==> src/rtl/cache_arbiter_pkg.sv <==
// rtl/cache_arbiter_pkg.sv - shared types for the I/D-cache memory port arbiter
package arb_types;

    typedef enum logic [1:0] {IDLE, SERVE_I, SERVE_D} arb_state_t;
    typedef enum logic {ICACHE, DCACHE} arb_req_t;
    typedef enum logic {OP_READ, OP_WRITE} arb_op_t;

endpackage

==> src/rtl/cache_arbiter.sv <==
// rtl/cache_arbiter.sv - round-robin arbiter sharing one memory line port between I-cache and D-cache
module cache_arbiter
    import arb_types::*;
#(
    parameter int ADDR_WIDTH = 32,
    parameter int LINE_WIDTH = 256
) (
    input  logic                  clk,
    input  logic                  rst,
    input  logic                  i_read,
    input  logic [ADDR_WIDTH-1:0] i_address,
    output logic [LINE_WIDTH-1:0] i_rdata,
    output logic                  i_resp,
    input  logic                  d_read,
    input  logic                  d_write,
    input  logic [ADDR_WIDTH-1:0] d_address,
    input  logic [LINE_WIDTH-1:0] d_wdata,
    output logic [LINE_WIDTH-1:0] d_rdata,
    output logic                  d_resp,
    output logic                  mem_read,
    output logic                  mem_write,
    output logic [ADDR_WIDTH-1:0] mem_address,
    output logic [LINE_WIDTH-1:0] mem_wdata,
    input  logic [LINE_WIDTH-1:0] mem_rdata,
    input  logic                  mem_resp
);

    localparam int OFFSET = $clog2(LINE_WIDTH / 8);
    localparam logic [ADDR_WIDTH-1:0] ALIGN_MASK = {ADDR_WIDTH{1'b1}} << OFFSET;

    arb_state_t            state_q, state_d;
    arb_req_t              last_q, last_d;
    arb_op_t               op_q, op_d;
    logic [ADDR_WIDTH-1:0] addr_q, addr_d;
    logic [LINE_WIDTH-1:0] wdata_q, wdata_d;

    logic i_req;
    logic d_req;

    assign i_req = i_read;
    assign d_req = d_read | d_write;

    always_comb begin
        state_d = state_q;
        last_d  = last_q;
        op_d    = op_q;
        addr_d  = addr_q;
        wdata_d = wdata_q;
        case (state_q)
            IDLE: begin
                // On contention the requester not served last wins.
                if (i_req && (!d_req || last_q == DCACHE)) begin
                    state_d = SERVE_I;
                    addr_d  = i_address & ALIGN_MASK;
                    wdata_d = '0;
                    op_d    = OP_READ;
                end else if (d_req) begin
                    state_d = SERVE_D;
                    addr_d  = d_address & ALIGN_MASK;
                    wdata_d = d_wdata;
                    op_d    = d_write ? OP_WRITE : OP_READ;
                end
            end
            SERVE_I: begin
                if (mem_resp) begin
                    state_d = IDLE;
                    last_d  = ICACHE;
                end
            end
            SERVE_D: begin
                if (mem_resp) begin
                    state_d = IDLE;
                    last_d  = DCACHE;
                end
            end
            default: state_d = IDLE;
        endcase
    end

    always_ff @(posedge clk) begin
        if (rst) begin
            state_q <= IDLE;
            last_q  <= ICACHE;
            op_q    <= OP_READ;
            addr_q  <= '0;
            wdata_q <= '0;
        end else begin
            state_q <= state_d;
            last_q  <= last_d;
            op_q    <= op_d;
            addr_q  <= addr_d;
            wdata_q <= wdata_d;
        end
    end

    // Memory side is driven purely from the latched request; responses go to the owner only.
    always_comb begin
        mem_read    = 1'b0;
        mem_write   = 1'b0;
        mem_address = '0;
        mem_wdata   = '0;
        i_resp      = 1'b0;
        i_rdata     = '0;
        d_resp      = 1'b0;
        d_rdata     = '0;
        case (state_q)
            SERVE_I, SERVE_D: begin
                mem_read    = (op_q == OP_READ);
                mem_write   = (op_q == OP_WRITE);
                mem_address = addr_q;
                mem_wdata   = wdata_q;
                if (state_q == SERVE_I) begin
                    i_resp  = mem_resp;
                    i_rdata = mem_resp ? mem_rdata : '0;
                end else begin
                    d_resp  = mem_resp;
                    d_rdata = mem_resp ? mem_rdata : '0;
                end
            end
            default: ;
        endcase
    end

    a_d_read_write_exclusive: assert property (@(posedge clk) disable iff (rst) !(d_read && d_write));

endmodule

==> config.mk <==
export PLATFORM = sky130hd
export DESIGN_NAME = cache_arbiter
export DESIGN_NICKNAME = d
export VERILOG_FILES = /design/src/rtl/cache_arbiter_pkg.sv /design/src/rtl/cache_arbiter.sv
export SDC_FILE = /design/constraint.sdc
export NUM_CORES = 1
export LEC_CHECK = 0
export CAP_MARGIN = 0
export CORE_AREA = 3 3 544 546
export DETAILED_ROUTE_END_ITERATION = 8
export DIE_AREA = 0 0 547 549
export GPL_TIMING_DRIVEN = 1
export PLACE_DENSITY = 0.3
export RECOVER_POWER = 100
export SYNTH_ARGS = -nofsm -noshare
export SYNTH_HDL_FRONTEND = slang
export SYNTH_SLANG_ARGS = --single-unit
==> constraint.sdc <==
create_clock -name clk -period 2.59 [get_ports clk]
set_input_delay 0.6475 -clock clk [delete_from_list [all_inputs] [get_ports clk]]
set_output_delay 0.6475 -clock clk [all_outputs]
set_load 0.01 [all_outputs]
Word level (Yosys, flattened, before mapping)
Cells that the tools add are included.
Word-level totals
  input port bits: 582
  register bits: 292
  word-level logic and storage cells: 50
  output and inout port bits: 804
Operators by class
  eq/ne operators: 6
  bitwise operators: 2
  muxes and demuxes: 27
  reductions and logical operators: 10
Operators by type and width (number)
  2-to-1 mux 256 bit: 8
  2-to-1 mux 32 bit: 3
  2-to-1 mux 1 bit: 11
  2-to-1 mux 2 bit: 3
  != test 2 bit (second input constant): 2
  one-hot mux 2 bit (2 select lines): 1
  AND reduction 2 bit: 2
  nonzero test 2 bit: 2
  != test 3 bit (second input constant): 1
  AND reduction 3 bit: 1
  equality test 2 x 1 -> 1 bit (second input constant): 1
  equality test 2 bit (second input constant): 1
  zero test 2 bit: 1
  != test 2 x 1 -> 1 bit (second input constant): 1
  one-hot mux 1 bit (2 select lines): 1
  OR reduction 2 bit: 1
  logical AND 1 bit: 1
  zero test 1 bit: 1
  logical OR 1 bit: 1
  NOT 1 bit: 1
  OR 1 bit: 1

Longest topological paths before layout
Gate-level depths: netlist of run 1.
  depth after elaboration: 6
  depth in mapped cells: 8
  depth with buffers taken out: 5

Worst setup path after synthesis of run 1
OpenSTA, ideal clock, no wires.
  kind: reg2out
  start point: register state_q[0]
  end point: output d_rdata[226]
  slack: 0.321 ns
  buffers on the path: 3
  required time: 1.942 ns
  data arrival time: 1.621 ns
  cell stages (with the launch flop): 9
  cell sequence: dfxtp_1 -> inv_1 -> ha_1 -> buf_2 -> nand2_1 -> nor2_2 -> clkbuf_1 -> clkbuf_1 -> and2_1
On the way
  longest elaborated chain between the ends: 3
  elaborated cells on any way between the ends: 5
  those cells by class: eq/ne: 2; mux: 2; reduce/logical: 1
RTL lines
  from (decl): RTL line cache_arbiter.sv:31  | arb_state_t state_q, state_d;
  from (signal assigned): RTL line cache_arbiter.sv:88  | state_q <= state_d;
  equality test 2 x 1 -> 1 bit / equality test 2 bit (equally long branches): RTL line cache_arbiter.sv:106, cache_arbiter.sv:112
  2-to-1 mux 256 bit / OR reduction 2 bit (equally long branches)
  2-to-1 mux 256 bit (*): RTL line cache_arbiter.sv:106  | case (state_q)
  to (decl): RTL line cache_arbiter.sv:18  | output logic [LINE_WIDTH-1:0] d_rdata,
Every way passes the cells marked *; elsewhere a longest branch is shown, timed or not.

Worst setup path in the final report of run 1
  start point: input mem_resp
  end point: output i_rdata[228]
On the way
  longest elaborated chain between the ends: 3
RTL lines
  from (decl): RTL line cache_arbiter.sv:25  | input logic mem_resp
  2-to-1 mux 256 bit: RTL line cache_arbiter.sv:114  | i_rdata = mem_resp ? mem_rdata : '0;
  2-to-1 mux 256 bit: RTL line cache_arbiter.sv:112  | if (state_q == SERVE_I) begin
  2-to-1 mux 256 bit: RTL line cache_arbiter.sv:106
  to (decl): RTL line cache_arbiter.sv:12  | output logic [LINE_WIDTH-1:0] i_rdata,
No other way between the ends.

==> results of run 1 <==
[layout by cell type, fill, tap and decap left out, types with 5 or more instances in the layout]
master,netlist,final
sky130_fd_sc_hd__a311oi_1,27,27
sky130_fd_sc_hd__a32oi_1,256,256
sky130_fd_sc_hd__and2_1,795,736
sky130_fd_sc_hd__and2_4,0,55
sky130_fd_sc_hd__buf_12,0,220
sky130_fd_sc_hd__buf_16,0,12
sky130_fd_sc_hd__buf_2,60,68
sky130_fd_sc_hd__buf_4,20,227
sky130_fd_sc_hd__buf_6,1,78
sky130_fd_sc_hd__buf_8,0,9
sky130_fd_sc_hd__clkbuf_1,145,11
sky130_fd_sc_hd__clkbuf_16,0,46
sky130_fd_sc_hd__clkbuf_2,3,28
sky130_fd_sc_hd__clkbuf_8,0,7
sky130_fd_sc_hd__clkdlybuf4s15_2,0,18
sky130_fd_sc_hd__clkdlybuf4s50_1,0,919
sky130_fd_sc_hd__conb_1,1,5
sky130_fd_sc_hd__dfxtp_1,287,285
sky130_fd_sc_hd__diode_2,0,16
sky130_fd_sc_hd__dlygate4sd2_1,0,19
sky130_fd_sc_hd__dlymetal6s2s_1,0,55
sky130_fd_sc_hd__nand3_1,27,27
sky130_fd_sc_hd__nor2_1,284,284
sky130_fd_sc_hd__o21ai_0,29,29
[worst max-delay path: cells and delay by family]
family        cells  cell delay (ns)
buf+inv           6             1.34
simple gates      2             0.70
[logic make-up (layout without fill, tap and decap cells)]
| logic type | count (synthesis) | in the layout | synth area share |
|---|---|---|---|
| adder cells (fa/ha/maj) | 3 | 3 | 0.00238 |
| AO/OA/AOI/OAI | 323 | 323 | 0.173 |
| buffers and inverters | 234 | 1740 | 0.0658 |
| AND/OR/NAND/NOR | 1117 | 1117 | 0.395 |
| other | 1 | 21 | 0.000237 |
| flip-flops | 287 | 287 | 0.364 |
[final cells by class]
cell class              count  area share
repair buffers           1667       0.464
clock buffers              56      0.0285
flip-flops and latches    287       0.145
inverters                   4    0.000505
multi-input cells        1448       0.232
clock inverters            13     0.00511
diodes                     16     0.00101
well taps                3900       0.123
[synthesized netlist by cell type, drive strengths merged (2+ instances only)]
cell type	instances	share of area
a311oi	27	0.015
a21oi	3	0.00095
buf	82	0.029
and2	795	0.31
ha	3	0.0024
clkbuf	148	0.035
nand3	27	0.0086
nor2b	2	0.00079
and3	2	0.00079
o21ai	29	0.0092
a32oi	256	0.14
dfxtp	287	0.36
nor2	285	0.068
inv	4	0.00095
nand2	3	0.00071
o211ai	2	0.00095
[how the worst min path moves through the flow]
stage | from | endpoint | slack [ns] | cells past startpoint
floorplan | op_q$_SDFFE_PP0P_ | op_q$_SDFFE_PP0P_ | 0.44 | 2
CTS | rst | wdata_q[86]$_SDFFE_PP0P_ | 0.46 | 2
detailed placement | wdata_q[162]$_SDFFE_PP0P_ | wdata_q[162]$_SDFFE_PP0P_ | 0.47 | 2
finish | wdata_q[182]$_SDFFE_PP0P_ | wdata_q[182]$_SDFFE_PP0P_ | 0.47 | 2
global placement | wdata_q[113]$_SDFFE_PP0P_ | wdata_q[113]$_SDFFE_PP0P_ | 0.46 | 2
global route | wdata_q[181]$_SDFFE_PP0P_ | wdata_q[181]$_SDFFE_PP0P_ | 0.50 | 2
[power by group]
part           leakage [nW]  switching (W)  internal (W)
registers              2.37       0.000284       0.00491
logic                  12.6        0.00360       0.00348
clock network         0.656        0.00248       0.00346
total                  15.7        0.00637        0.0118
[sequential cells by signal, summed over array words and instances, names as in the netlist]
register	cells
addr_q	27
state_q	2
op_q	1
last_q	1
wdata_q	256
[repair_timing]
item / in CTS / in global routing
pin swaps: 8 / 1
setup endpoints to repair: 799 / 799
resized for setup: 749 / 249
cloned: 6 / 8
setup buffers: 36 / 11
[through the flow]
step           power [W]  area [sq um]  instances  hold slack, ns
5_1_grt           0.0192         39700       7384           0.497
2_1_floorplan    0.00765         15800       1969           0.441
6_report          0.0182         39700       7391           0.473
3_3_place_gp      0.0123         37500       7246           0.458
4_1_cts           0.0186         39300       7357           0.457
3_5_place_dp      0.0123         37500       7246           0.466
[metal layers]
layer | GRT usage | share of wire | vias to the layer above
li1 | - | - | 9673
met1 | 0.138 | 0.37 | 10368
met2 | 0.246 | 0.54 | 1149
met3 | 0.0354 | 0.066 | 267
met4 | 0.0241 | 0.023 | 8
met5 | 0 | 0.00022 | -
==> results.txt, run 1 <==
The run finished, with violations left. The final reports fail on max-slew violations, negative setup slack. STA puts the critical path data required time at 1.94 ns.

At the end of routability-driven placement, the weighted congestion stood at 0.861. The most frequently used flop master after synthesis is sky130_fd_sc_hd__dfxtp_1. The area growth from synthesis to layout is 151%. The TritonCTS buffer count is 40. The end-of-flow core utilization came out at 0.136.

The area of combinational cells with multiple inputs is 9220 sq um. The deepest level of the CTS H-tree is 2. Row generation in the floorplan step produced 198 rows. The CTS tree is yes.

The slowest stage of the critical path is the sky130_fd_sc_hd__dlygate4sd2_1 cell. Of the cells placed in the final design, the portion with a size suffix greater than 1 is 0.231. The number of cells on the worst reg-to-reg path is 5. Entering global routing, the biggest net connects 141 pins. The reg-to-reg setup timing slack is 0.29 ns. After synthesis, the share of flip-flops with an asynchronous set or reset is 0. The starting DRC count in detailed routing came out at 1172.

The clock latency reported for the late side of the worst-skew pair came out at 0.61 ns. The number of hold-slack violations in the final timing report is 0. Setup violations remaining at the end of the flow were counted as 799. The die is 549 um tall. The endpoint identified for the worst register-to-register timing path is wdata_q[110]$_SDFFE_PP0P_.

The worst setup path is launched from a primary input. The via count of the first global-routing pass came out at 21.7k. The most critical setup path has its endpoint at i_rdata[228]. Traced cell by cell, the critical path runs through dlygate4sd2_1, and3_4, buf_16, buf_16, buf_6, and2_1, buf_12, buf_12. The antenna violation net count after detailed routing is 0. The clock slew seen by the registers of the worst setup and hold paths came out at 0.05 ns. The routed length per instance is 27.7 um. The number of max-cap violations came out at 0. For the pin with the worst max-slew slack, the measured transition is 1.55 ns. The relative slew slack came out at -0.0327. Counting I/O delays and the setup requirement, the final critical path takes 3.41 ns. After legalization and detailed placement, the total HPWL measured 174000 um. The die covers 300000 sq um. The chip width came out at 547 um. The initial antenna violation count is 120.

The aggregate negative setup slack came out at -473.65 ns. The count of unresolved DRC violations after routing came out at 0. The power density of the placed cells came out at 459 nW/um^2. The highest clock rate came out at 0.294 GHz. Across all layers, the routed design uses 21.5k vias. The worst clock skew came out at 0.0398 ns.

The stage delay of the slowest cell on the critical path came out at 0.60 ns. The total length of routed wires came out at 205000 um. The clock tree root driver cell is sky130_fd_sc_hd__clkbuf_16. The sequential cell area fraction in the yosys report came out at 0.364. The count of flip-flops with a built-in enable after synthesis is 0.

The tightest min-delay check is of the reg2reg type. The final period utilization is 1.31. The maximum ir drop on the vdd rail came out at 0.401 mV. The remaining global-route overflow is 0. The number of max-slew violations in the final report came out at 57. The origin of the critical flop-to-flop path is state_q[0]$_SDFFE_PP0P_. The maximum fanout along the worst path came out at 7. The register area is 5750 sq um.

The via count normalized by instance count came out at 2.90. The count of nets after finishing came out at 4033. The area of the mapped netlist came out at 15800 sq um.

The starting density of the core came out at 0.0543. The setup slack after layout is -0.815 ns. The kind of capture point of the worst setup path is an output pin. The first global-routing pass estimated 251000 um of wire. Setup repair after global routing could not meet its margin everywhere. The endpoint arrival time on the critical path is 2.76 ns. For this run, the number of Yosys warnings is 0. The count of filler cells inserted in the layout came out at 33.3k. The count of state elements after synthesis is 287. Tracing the worst setup path back leads to its startpoint at mem_resp. The synthesized area per cell is 8.04 sq um. The number of unique standard cell types used by synthesis is 31. In this run the deepest clock path goes through 3 buffers. During I/O placement, the number of pins put on the boundary was 1386. The critical path is of the in2out type. The quantity of I/O buffers inserted on ports came out at 1370. The number of hold buffers added after CTS was 0. At the placement stage, the worst setup path has a slack of -1.27 ns. The area of the core region came out at 291000 sq um. The sink count of the clock tree came out at 287.

The number of standard cells after synthesis came out at 1965. The total track usage came out at 0.128. The total leakage power came out at 15.7 nW. The number of detailed-routing iterations run before antenna repair is 5.
No activity file was read; power rests on OpenSTA's default activity.
==> inputs of run 2 (changes only) <==
Clock period 2.59 ns to 3.9 ns, I/O delays scaled along.
==> run 2 against run 1 <==
The run ends with max-capacitance violations, max-slew violations left. Register-to-register slack better by 0.91 ns. Non-clock buffer count decreased by 206. Clock skew shrank 0.014 ns. Sequential share of layout area increased by 1.3 points. Final cell count shrank 2.7%. Critical endpoint is now i_rdata[225]. Largest cell class unchanged.
==> results.txt, run 2 (same netlist as run 1, synthesis figures left out) <==
The number of max-cap violations is 1 (+1). The total track usage is 0.125 (-0.00273). The power density of the placed cells is 316 nW/um^2 (-31%). The flip-flop count of the largest register after layout came out at 256 (unchanged). The routed length per instance is 27.7 um (about the same).

The area of the core region was 291000 sq um (unchanged). The worst hold-check path type is reg2reg. The most used routing layer is met2.

In the finished design, the share of the clock period the worst path needs comes to 0.977. The number of detailed-routing iterations run before antenna repair came out at 5 (unchanged). The via count of the first global-routing pass is 20.7k (-4.6%). The number of vias after detailed routing is 20.8k (-3.0%). The TritonCTS buffer count is 43 (+7.5%). The deepest clock path buffer count came out at 3 (unchanged). The final weighted congestion in routability-driven placement is 0.843 (-2.0%).

The detailed placer's ending HPWL came out at 170000 um (-2.3%). Compared with the post-synthesis result, the final layout area differs by 130%. The relative slew slack came to -0.554 (-0.521).

The overall power of the completed layout is 0.0115 W (-37%). The total length of routed wires came out at 199000 um (-2.8%). The stage delay of the slowest cell on the critical path is 0.59 ns (about the same).

The endpoint arrival time on the critical path is 2.83 ns (+0.07 ns). In the final layout, the registers with the most flip-flops are wdata_q: 256 flops, addr_q: 27 flops, state_q: 2 flops. The final reports fail on max-capacitance violations, max-slew violations. The y dimension of the die came out at 549 um (unchanged).

The count of final setup violators was 0 (-100%). The highest clock rate came out at 0.263 GHz. The global-route wire length before repair is 245000 um (-2.4%). The count of unresolved DRC violations after routing is 0 (unchanged).

Walking the worst path, the cells encountered are inv_1, ha_4, and3_4, buf_12, clkbuf_16, and2_0, clkdlybuf4s50_1. The met2 global-route usage is 0.239 (-0.00669). The met1 routing resource usage after global routing is 0.129 (-0.00862). The deepest level of the CTS H-tree came out at 2 (unchanged).

The top-level port count is 1386 (unchanged). The finished layout cell area is 36400 sq um (-8.2%). In the layout the commonest cells are 848 x sky130_fd_sc_hd__clkdlybuf4s50_1, 556 x sky130_fd_sc_hd__and2_1, 289 x sky130_fd_sc_hd__dlygate4sd3_1. Setup repair after global routing left no endpoint under its margin. The most critical setup path has its startpoint at state_q[0]$_SDFFE_PP0P_. The kind of cell with the highest combined delay along the critical path is buffers and inverters. The chip width is 547 um (unchanged). The number of hold-slack violations in the final timing report came out at 0 (unchanged). The met3 usage is 0.0456 (+0.0102). The worst setup path is of the reg2out kind.

More flip-flops sit in one register than any other, and that register is wdata_q. The aggregate negative setup slack is 0 ns (+473.65 ns). The root buffer cell chosen for the clock tree is sky130_fd_sc_hd__clkbuf_16. The buffering stage count on the worst path with inverters included came out at 4 (-2). The clock slew seen by the registers of the worst setup and hold paths came out at 0.06 ns (about the same). The minimum clock period after layout is 3.81 ns. The clock latency reported for the late side of the worst-skew pair was 0.63 ns (+0.02 ns). The starting density of the core is 0.0543 (unchanged).

The number of max-slew violations in the final report came out at 76 (+33%). The most common library cell in the layout ignoring fill and taps is sky130_fd_sc_hd__clkdlybuf4s50_1. The sink count of the clock tree came out at 287 (unchanged). The maximum ir drop on the vdd rail is 0.301 mV (-25%).

The layout cell share with drive strength beyond 1 is 0.0848 (-0.146). The startpoint type of the worst setup path is a flip-flop. In this run the most critical hold path is launched from wdata_q[196]$_SDFFE_PP0P_. The number of rows in the core area was 198 (unchanged). The count of filler cells inserted in the layout was 33.5k (+0.46%). The pin count of the biggest net entering global routing came out at 118 (-16%). The worst setup path is captured at an output pin. The post-placement cell area came out at 35000 sq um (-6.5%). The starting DRC count in detailed routing is 1068 (-8.9%). The remaining global-route overflow is 0 (unchanged). TritonCTS built the clock tree. The worst clock skew came to 0.0253 ns (-0.0145 ns).

The total leakage power came out at 13.7 nW (-13%). The initial antenna violation count is 150 (+25%). The via count normalized by instance count is 2.90 (-0.27%). The maximum fanout along the worst path is 7 (unchanged). The area of the die was 300000 sq um (unchanged). The required time of the worst setup path came to 2.92 ns (+0.98 ns).

The flow ran to the end, but the final reports show violations. The quantity of I/O buffers inserted on ports is 1370 (unchanged). The slowest stage of the critical path belongs to the cell sky130_fd_sc_hd__clkdlybuf4s50_1. The transition time at the pin with the least slew margin is 2.33 ns (+0.782 ns). The antenna violation net count after detailed routing is 0 (unchanged). The count of nets after finishing came out at 3830 (-5.0%). The origin of the critical flop-to-flop path is last_q$_SDFFE_PP0P_.
-- run 2: cell count changes in the layout (fill, tap and decap cells not counted), sizes merged --
cell,before,now
buf,614,181
bufinv,4,1
clkbuf,93,98
clkdlybuf4s15,21,0
clkdlybuf4s25,0,4
clkdlybuf4s50,919,848
clkinv,6,11
clkinvlp,0,2
diode,16,9
dlygate4sd2,19,97
dlygate4sd3,1,289
dlymetal6s2s,55,4
inv,7,8
-- run 2: final timing paths --
| kind | slack (ns) | depth (start not counted) | to |
|---|---|---|---|
| max | 0.09 | 7 | i_rdata[225] |
| min | 0.48 | 2 | wdata_q[196]$_SDFFE_PP0P_ |
| max reg2reg | 1.20 | 5 | wdata_q[197]$_SDFFE_PP0P_ |
| min reg2reg | 0.48 | 2 | wdata_q[196]$_SDFFE_PP0P_ |
-- run 2: per-stage QoR --
step / setup WS, ns / util / hold slack, ns / instances
finish: 0.0905 / 0.125 / 0.478 / 7188
global route: 0.00524 / 0.125 / 0.501 / 7182
CTS: -0.0671 / 0.125 / 0.481 / 7174
detailed placement: -0.0800 / 0.120 / 0.465 / 7089
global placement: -0.0726 / 0.120 / 0.457 / 7089
floorplan: 1.15 / - / 0.441 / 1969
-- run 2: area by class of cell --
| type | count | area (sq um) | share of cell area |
|---|---|---|---|
| repair buffers | 1461 | 15300 | 0.420 |
| multi-input cells | 1448 | 9070 | 0.249 |
| flip-flops and latches | 287 | 5750 | 0.158 |
| well taps | 3900 | 4880 | 0.134 |
| clock buffers | 61 | 1210 | 0.0333 |
| clock inverters | 18 | 175 | 0.00481 |
| diodes | 9 | 22.5 | 0.000619 |
| inverters | 4 | 15.0 | 0.000412 |
-- run 2: where the power goes --
group	leakage, nW	total, W	switching [W]	internal [W]
combinational	10.6	0.00410	0.00224	0.00185
clock	0.682	0.00398	0.00171	0.00226
sequential	2.37	0.00345	0.000184	0.00326
-- run 2: tightest hold or removal path: cells and delay by family (launching register included) --
kind / cells / cell delay, ns
DFF: 1 / 0.32
and+or+nand+nor: 1 / 0.07
AOI/OAI and AO/OA: 1 / 0.05
-- run 2: routing by layer --
| metal | wire length, um | up-vias |
|---|---|---|
| li1 | - | 9264 |
| met1 | 70800 | 9991 |
| met2 | 105000 | 1223 |
| met3 | 17900 | 332 |
| met4 | 5530 | 10 |
| met5 | 69 | - |
-- run 2: repair_timing --
item / CTS / global route
cloned: 3 / 3
hold buffers: 0 / 0
pin swaps: 0 / 2
setup endpoints to repair: 192 / 252
setup buffers: 3 / 2
gates resized for setup: 108 / 30
